$ cat src/rtl/nibble_serial_adder_if.sv
// Operand/result handshake bundle for nibble_serial_adder.
// The slave modport is the adder side; master is the upstream/downstream driver.
interface nibble_serial_adder_if #(
  parameter int unsigned NIBBLES = 4
) ();
  localparam int unsigned W = 4 * NIBBLES;

  logic         valid_i;
  logic         ready_o;
  logic [W-1:0] a_i;
  logic [W-1:0] b_i;
  logic         carry_i;
  logic         valid_o;
  logic         ready_i;
  logic [W-1:0] sum_o;
  logic         carry_o;

  modport slave (
    input  valid_i, a_i, b_i, carry_i, ready_i,
    output ready_o, valid_o, sum_o, carry_o
  );

  modport master (
    output valid_i, a_i, b_i, carry_i, ready_i,
    input  ready_o, valid_o, sum_o, carry_o
  );
endinterface

$ cat src/rtl/nibble_serial_adder.sv
// Serial adder: one 4-bit slice per cycle, LSB nibble first, with a
// valid/ready handshake on both the operand and result sides.
module nibble_serial_adder #(
  parameter int unsigned NIBBLES = 4
) (
  input logic                  clk_i,
  input logic                  reset_i,
  nibble_serial_adder_if.slave bus
);
  localparam int unsigned W = 4 * NIBBLES;

  typedef enum logic [1:0] {StIdle, StCalc, StDone} state_e;

  state_e       state_q, state_d;
  logic [2:0]   cnt_q, cnt_d;
  logic [W-1:0] a_q, a_d;
  logic [W-1:0] b_q, b_d;
  logic [W-1:0] sum_q, sum_d;
  logic         carry_q, carry_d;
  logic         cout_q, cout_d;
  logic [4:0]   idx;
  logic [4:0]   nib;

  // Bit offset of the nibble being processed this cycle.
  assign idx = {cnt_q, 2'b00};

  always_comb begin
    state_d = state_q;
    cnt_d   = cnt_q;
    a_d     = a_q;
    b_d     = b_q;
    sum_d   = sum_q;
    carry_d = carry_q;
    cout_d  = cout_q;
    nib     = {1'b0, a_q[idx +: 4]} + {1'b0, b_q[idx +: 4]} + {4'b0000, carry_q};
    unique case (state_q)
      StIdle: begin
        if (bus.valid_i) begin
          a_d     = bus.a_i;
          b_d     = bus.b_i;
          carry_d = bus.carry_i;
          cnt_d   = '0;
          state_d = StCalc;
        end
      end
      StCalc: begin
        sum_d[idx +: 4] = nib[3:0];
        carry_d         = nib[4];
        cnt_d           = cnt_q + 3'd1;
        if (cnt_q == 3'(NIBBLES - 1)) begin
          cout_d  = nib[4];
          state_d = StDone;
        end
      end
      StDone: begin
        if (bus.ready_i) begin
          state_d = StIdle;
        end
      end
      default: state_d = StIdle;
    endcase
  end

  always_ff @(posedge clk_i) begin
    if (reset_i) begin
      state_q <= StIdle;
      cnt_q   <= '0;
      a_q     <= '0;
      b_q     <= '0;
      sum_q   <= '0;
      carry_q <= 1'b0;
      cout_q  <= 1'b0;
    end else begin
      state_q <= state_d;
      cnt_q   <= cnt_d;
      a_q     <= a_d;
      b_q     <= b_d;
      sum_q   <= sum_d;
      carry_q <= carry_d;
      cout_q  <= cout_d;
    end
  end

  assign bus.ready_o = (state_q == StIdle);
  assign bus.valid_o = (state_q == StDone);
  assign bus.sum_o   = sum_q;
  assign bus.carry_o = cout_q;
endmodule

$ cat src/flat_wrapper.sv
// flat-port wrapper written by rule: the top's interface ports become plain ports
module nibble_serial_adder_flat 
#(
  parameter int unsigned NIBBLES = 4
)
  (clk_i, reset_i, bus_valid_i, bus_a_i, bus_b_i, bus_carry_i, bus_ready_i, bus_ready_o, bus_valid_o, bus_sum_o, bus_carry_o);
  nibble_serial_adder_if #(.NIBBLES(NIBBLES)) bus_i ();
  input logic clk_i;
  input logic reset_i;
  input wire logic [$bits(bus_i.valid_i)-1:0] bus_valid_i;
  input wire logic [$bits(bus_i.a_i)-1:0] bus_a_i;
  input wire logic [$bits(bus_i.b_i)-1:0] bus_b_i;
  input wire logic [$bits(bus_i.carry_i)-1:0] bus_carry_i;
  input wire logic [$bits(bus_i.ready_i)-1:0] bus_ready_i;
  output wire logic [$bits(bus_i.ready_o)-1:0] bus_ready_o;
  output wire logic [$bits(bus_i.valid_o)-1:0] bus_valid_o;
  output wire logic [$bits(bus_i.sum_o)-1:0] bus_sum_o;
  output wire logic [$bits(bus_i.carry_o)-1:0] bus_carry_o;
  assign bus_i.valid_i = bus_valid_i;
  assign bus_i.a_i = bus_a_i;
  assign bus_i.b_i = bus_b_i;
  assign bus_i.carry_i = bus_carry_i;
  assign bus_i.ready_i = bus_ready_i;
  assign bus_ready_o = bus_i.ready_o;
  assign bus_valid_o = bus_i.valid_o;
  assign bus_sum_o = bus_i.sum_o;
  assign bus_carry_o = bus_i.carry_o;
  nibble_serial_adder #(.NIBBLES(NIBBLES)) u_core (.clk_i(clk_i), .reset_i(reset_i), .bus(bus_i));
endmodule
$ cat config.mk
export PLATFORM = sky130hd
export DESIGN_NAME = nibble_serial_adder_flat
export DESIGN_NICKNAME = d
export VERILOG_FILES = /design/src/rtl/nibble_serial_adder_if.sv /design/src/rtl/nibble_serial_adder.sv /design/src/flat_wrapper.sv
export SDC_FILE = /design/constraint.sdc
export NUM_CORES = 1
export LEC_CHECK = 0
export BUFFER_PORTS_ARGS = -buffer_cell sky130_fd_sc_hd__buf_2
export CAP_MARGIN = 20
export CORE_ASPECT_RATIO = 1.2
export CORE_MARGIN = 3
export CORE_UTILIZATION = 50
export DETAILED_ROUTE_END_ITERATION = 10
export PLACE_DENSITY = 0.74
export SYNTH_ARGS = -nofsm -noshare
export SYNTH_HDL_FRONTEND = slang
export SYNTH_SLANG_ARGS = --single-unit
$ cat constraint.sdc
create_clock -name clk_i -period 2.9 [get_ports clk_i]
set_input_delay 0.87 -clock clk_i [delete_from_list [all_inputs] [get_ports clk_i]]
set_output_delay 0.87 -clock clk_i [all_outputs]
set_load 0.05 [all_outputs]
==> flow_summary_export.csv <==
group,metric,value,unit
clock_tree,cts.repair.resized,0,
cells_and_area,drive_gt1_share,25.00,%
drt,drc,0,
yosys,synth_area_per_cell,9.095,sq um
drt,ant_nets,0,
yosys,synth.area.top_cells,"dfxtp_1, nand2_1, a21oi_1, mux4_2, ha_1",
power,p_leak,1.277,nW
sta,min_period,2.566,ns
cells_and_area,finalNetCount,384,
sta,slew_headroom,60.07,%
sta,finalSetupTns,0,ns
drt,drtPass1Iterations,5,
sta,fin_crit_sh,88.48,%
critical_path,endpoint_kind,"register",
floorplan,start_util,52.29,%
yosys,syn_inst,286,
yosys,async_flop_share,0,%
sta,hold_viol,0,
yosys,synth_most_common_cell,"nand2_1",
floorplan,rows,28,
yosys,yosysWarnings,0,
global_routing,overflow,0,
yosys,ys_ff_latch,55,
placed_design,hpwl,3813,microns
yosys,netlist.area_leader.share,42.33,%
drt,first_iter_violations,126,
drt,wirelength,5086,microns
clock_tree,clk_pin_slew,0.09,ns
sta,finalClockSkew,0.003640,ns
clock_tree,clock_latency,0.30,ns
sta,slew_viol_final,0,
power,p_per_area,509.6,nW/um^2
clock_tree,cts_tree,"done",
yosys,synth_cell_types,38,
yosys,synth_seq_area_share,42.33,%
cells_and_area,fin_util,59.21,%
yosys,synthFlopType,"dfxtp_1",
clock_tree,clk_path_buf_depth,2,
clock_tree,clockRootBuffer,"clkbuf_8",
yosys,synthesis.area,2601,sq um
cells_and_area,antennaDiodeCount,0,
critical_path,path_class,"reg2reg",
yosys,syn_nets,335,
placed_design,gp_congestion,0.7639,
drt,wire_per_inst,12.84,microns
cells_and_area,regArea,1102,sq um
sta,fmax,389.7,MHz
global_routing,grt_util_all_layers,17.77,%
floorplan,pin_count,56,
global_routing,grt_max_degree,36,
run_status,outcome,"completed",
critical_path,path_max_fanout,12,
floorplan,die_area,6108,sq um
sta,worst_pin_slew,0.5968,ns
cells_and_area,areaGrowthSynthToFinish,13.23,%
yosys,ys_top_cells_by_count,"nand2_1, dfxtp_1, a21oi_1, nor2_1",
clock_tree,clkSinkCount,55,
yosys,yosysTopAreaCell,"dfxtp_1",
critical_path,startpoint,"u_core.cnt_q[1]",
floorplan,die-height,85.01,microns
hold_path,hp-class,"reg2reg",
drt,vias,2036,
cells_and_area,multi_input_area,1329,sq um
clock_tree,hold_buffers,0,
clock_tree,post-cts-setup-buffers,0,
cells_and_area,nFillCells,487,
global_routing,grt_pass1_vias,1938,
critical_path,r2r-start,"u_core.cnt_q[1]",
clock_tree,cts_made_buffers,5,
placed_design,portBuffers,55,
power,vdd_drop_max,0.3265,mV
clock_tree,htreeDepth,2,
global_routing,antenna_found_initial,0,
sta,rsz0062_at_grt,"no",
hold_path,holdCritStartpoint,"u_core.bus.sum_o[5]",
yosys,synth-edff-count,0,
critical_path,required,3.14,ns
global_routing,grt_pass1_wl,8645,microns
drt,vias_per_cell,5.141,
sta,setup_viol,0,
floorplan,die_width,71.85,microns
run,cap_viol_max_count,0,
critical_path,arrival,2.81,ns
critical_path,start_kind,"register",
floorplan,core_area,4975,sq um
## cell usage in the layout, fill, tap and decap left out, drive strengths merged, types with 3 or more instances in the layout
master  count
nand4b      3
mux4        8
dfxtp      55
buf        60
mux2i       3
nor2       18
nand3b      4
nor3        5
clkbuf      8
a22oi       5
ha         10
inv         7
nand2b      5
nand2      72
a21oi      44
nand4       3
and2        6
## power breakdown
group          internal (mW)  leakage (nW)  switching [mW]
sequential             0.789         0.449          0.0260
combinational         0.0995         0.776           0.136
clock                  0.218        0.0515           0.232
total                   1.11          1.28           0.394
## worst paths after layout
path	end	slack, ns	cells after the start
setup / recovery	u_core.bus.sum_o[14]	0.33	9
hold / removal	u_core.bus.sum_o[5]	0.45	2
setup reg to reg	u_core.bus.sum_o[14]	0.33	9
hold reg to reg	u_core.bus.sum_o[5]	0.45	2
## through the flow
step / power [mW] / area [sq um] / cells / hold WS, ns / setup WS, ns
2_1_floorplan: 1.021 / 2601 / 286 / 0.4331 / 0.4229
3_3_place_gp: 1.067 / 2844 / 388 / 0.4415 / 0.3301
3_5_place_dp: 1.071 / 2844 / 388 / 0.4470 / 0.2103
4_1_cts: 1.517 / 2944 / 396 / 0.4600 / 0.1856
5_1_grt: 1.587 / 2945 / 396 / 0.4744 / 0.09167
6_report: 1.501 / 2945 / 396 / 0.4537 / 0.3341
## state kept, by name, summed over array words and instances, names as in the netlist
name,flops
u_core.a_q,16
u_core.cnt_q,3
u_core.carry_q,1
u_core.bus.sum_o,16
u_core.b_q,16
u_core.bus.carry_o,1
u_core.state_q,2
## cells by family (layout without fill, tap and decap cells)
logic type	after synthesis	in the layout	share of synthesized area (%)
adder cells (fa/ha/maj)	12	12	6.349
AO/OA/AOI/OAI	58	58	12.46
flip-flops	55	55	42.33
XOR/XNOR	2	2	0.6735
AND/OR/NAND/NOR	123	123	23.52
multiplexers	11	11	8.081
buffers and inverters	25	75	6.590
## layer usage
| metal | vias up | routed length (microns) | part of all wire [%] | global-route usage, % |
|---|---|---|---|---|
| met5 | - | 0 | 0 | 0 |
| met4 | 0 | 99 | 1.9 | 6.325 |
| met3 | 9 | 210 | 4.1 | 3.555 |
| met2 | 45 | 2597 | 51 | 31.44 |
| met1 | 915 | 2179 | 43 | 21.09 |
| li1 | 1067 | - | - | - |
## cell type report
class	count	share of cell area (%)
clock buffers	8	3.398
inverters	7	0.8921
multi-input cells	206	45.11
flip-flops and latches	55	37.43
well taps	60	2.549
repair buffers	60	10.62
## critical path, stage by stage, from the launching register on
cell and delay [ns]:
dfxtp_1 0.67, mux4_2 0.38, nand2_1 0.10, fa_1 0.17, inv_1 0.06, fa_1 0.40, xor2_1 0.32, nor3b_1 0.25
a21oi_1 0.07, nor2_1 0.09
(Power assumes the default switching activity.)
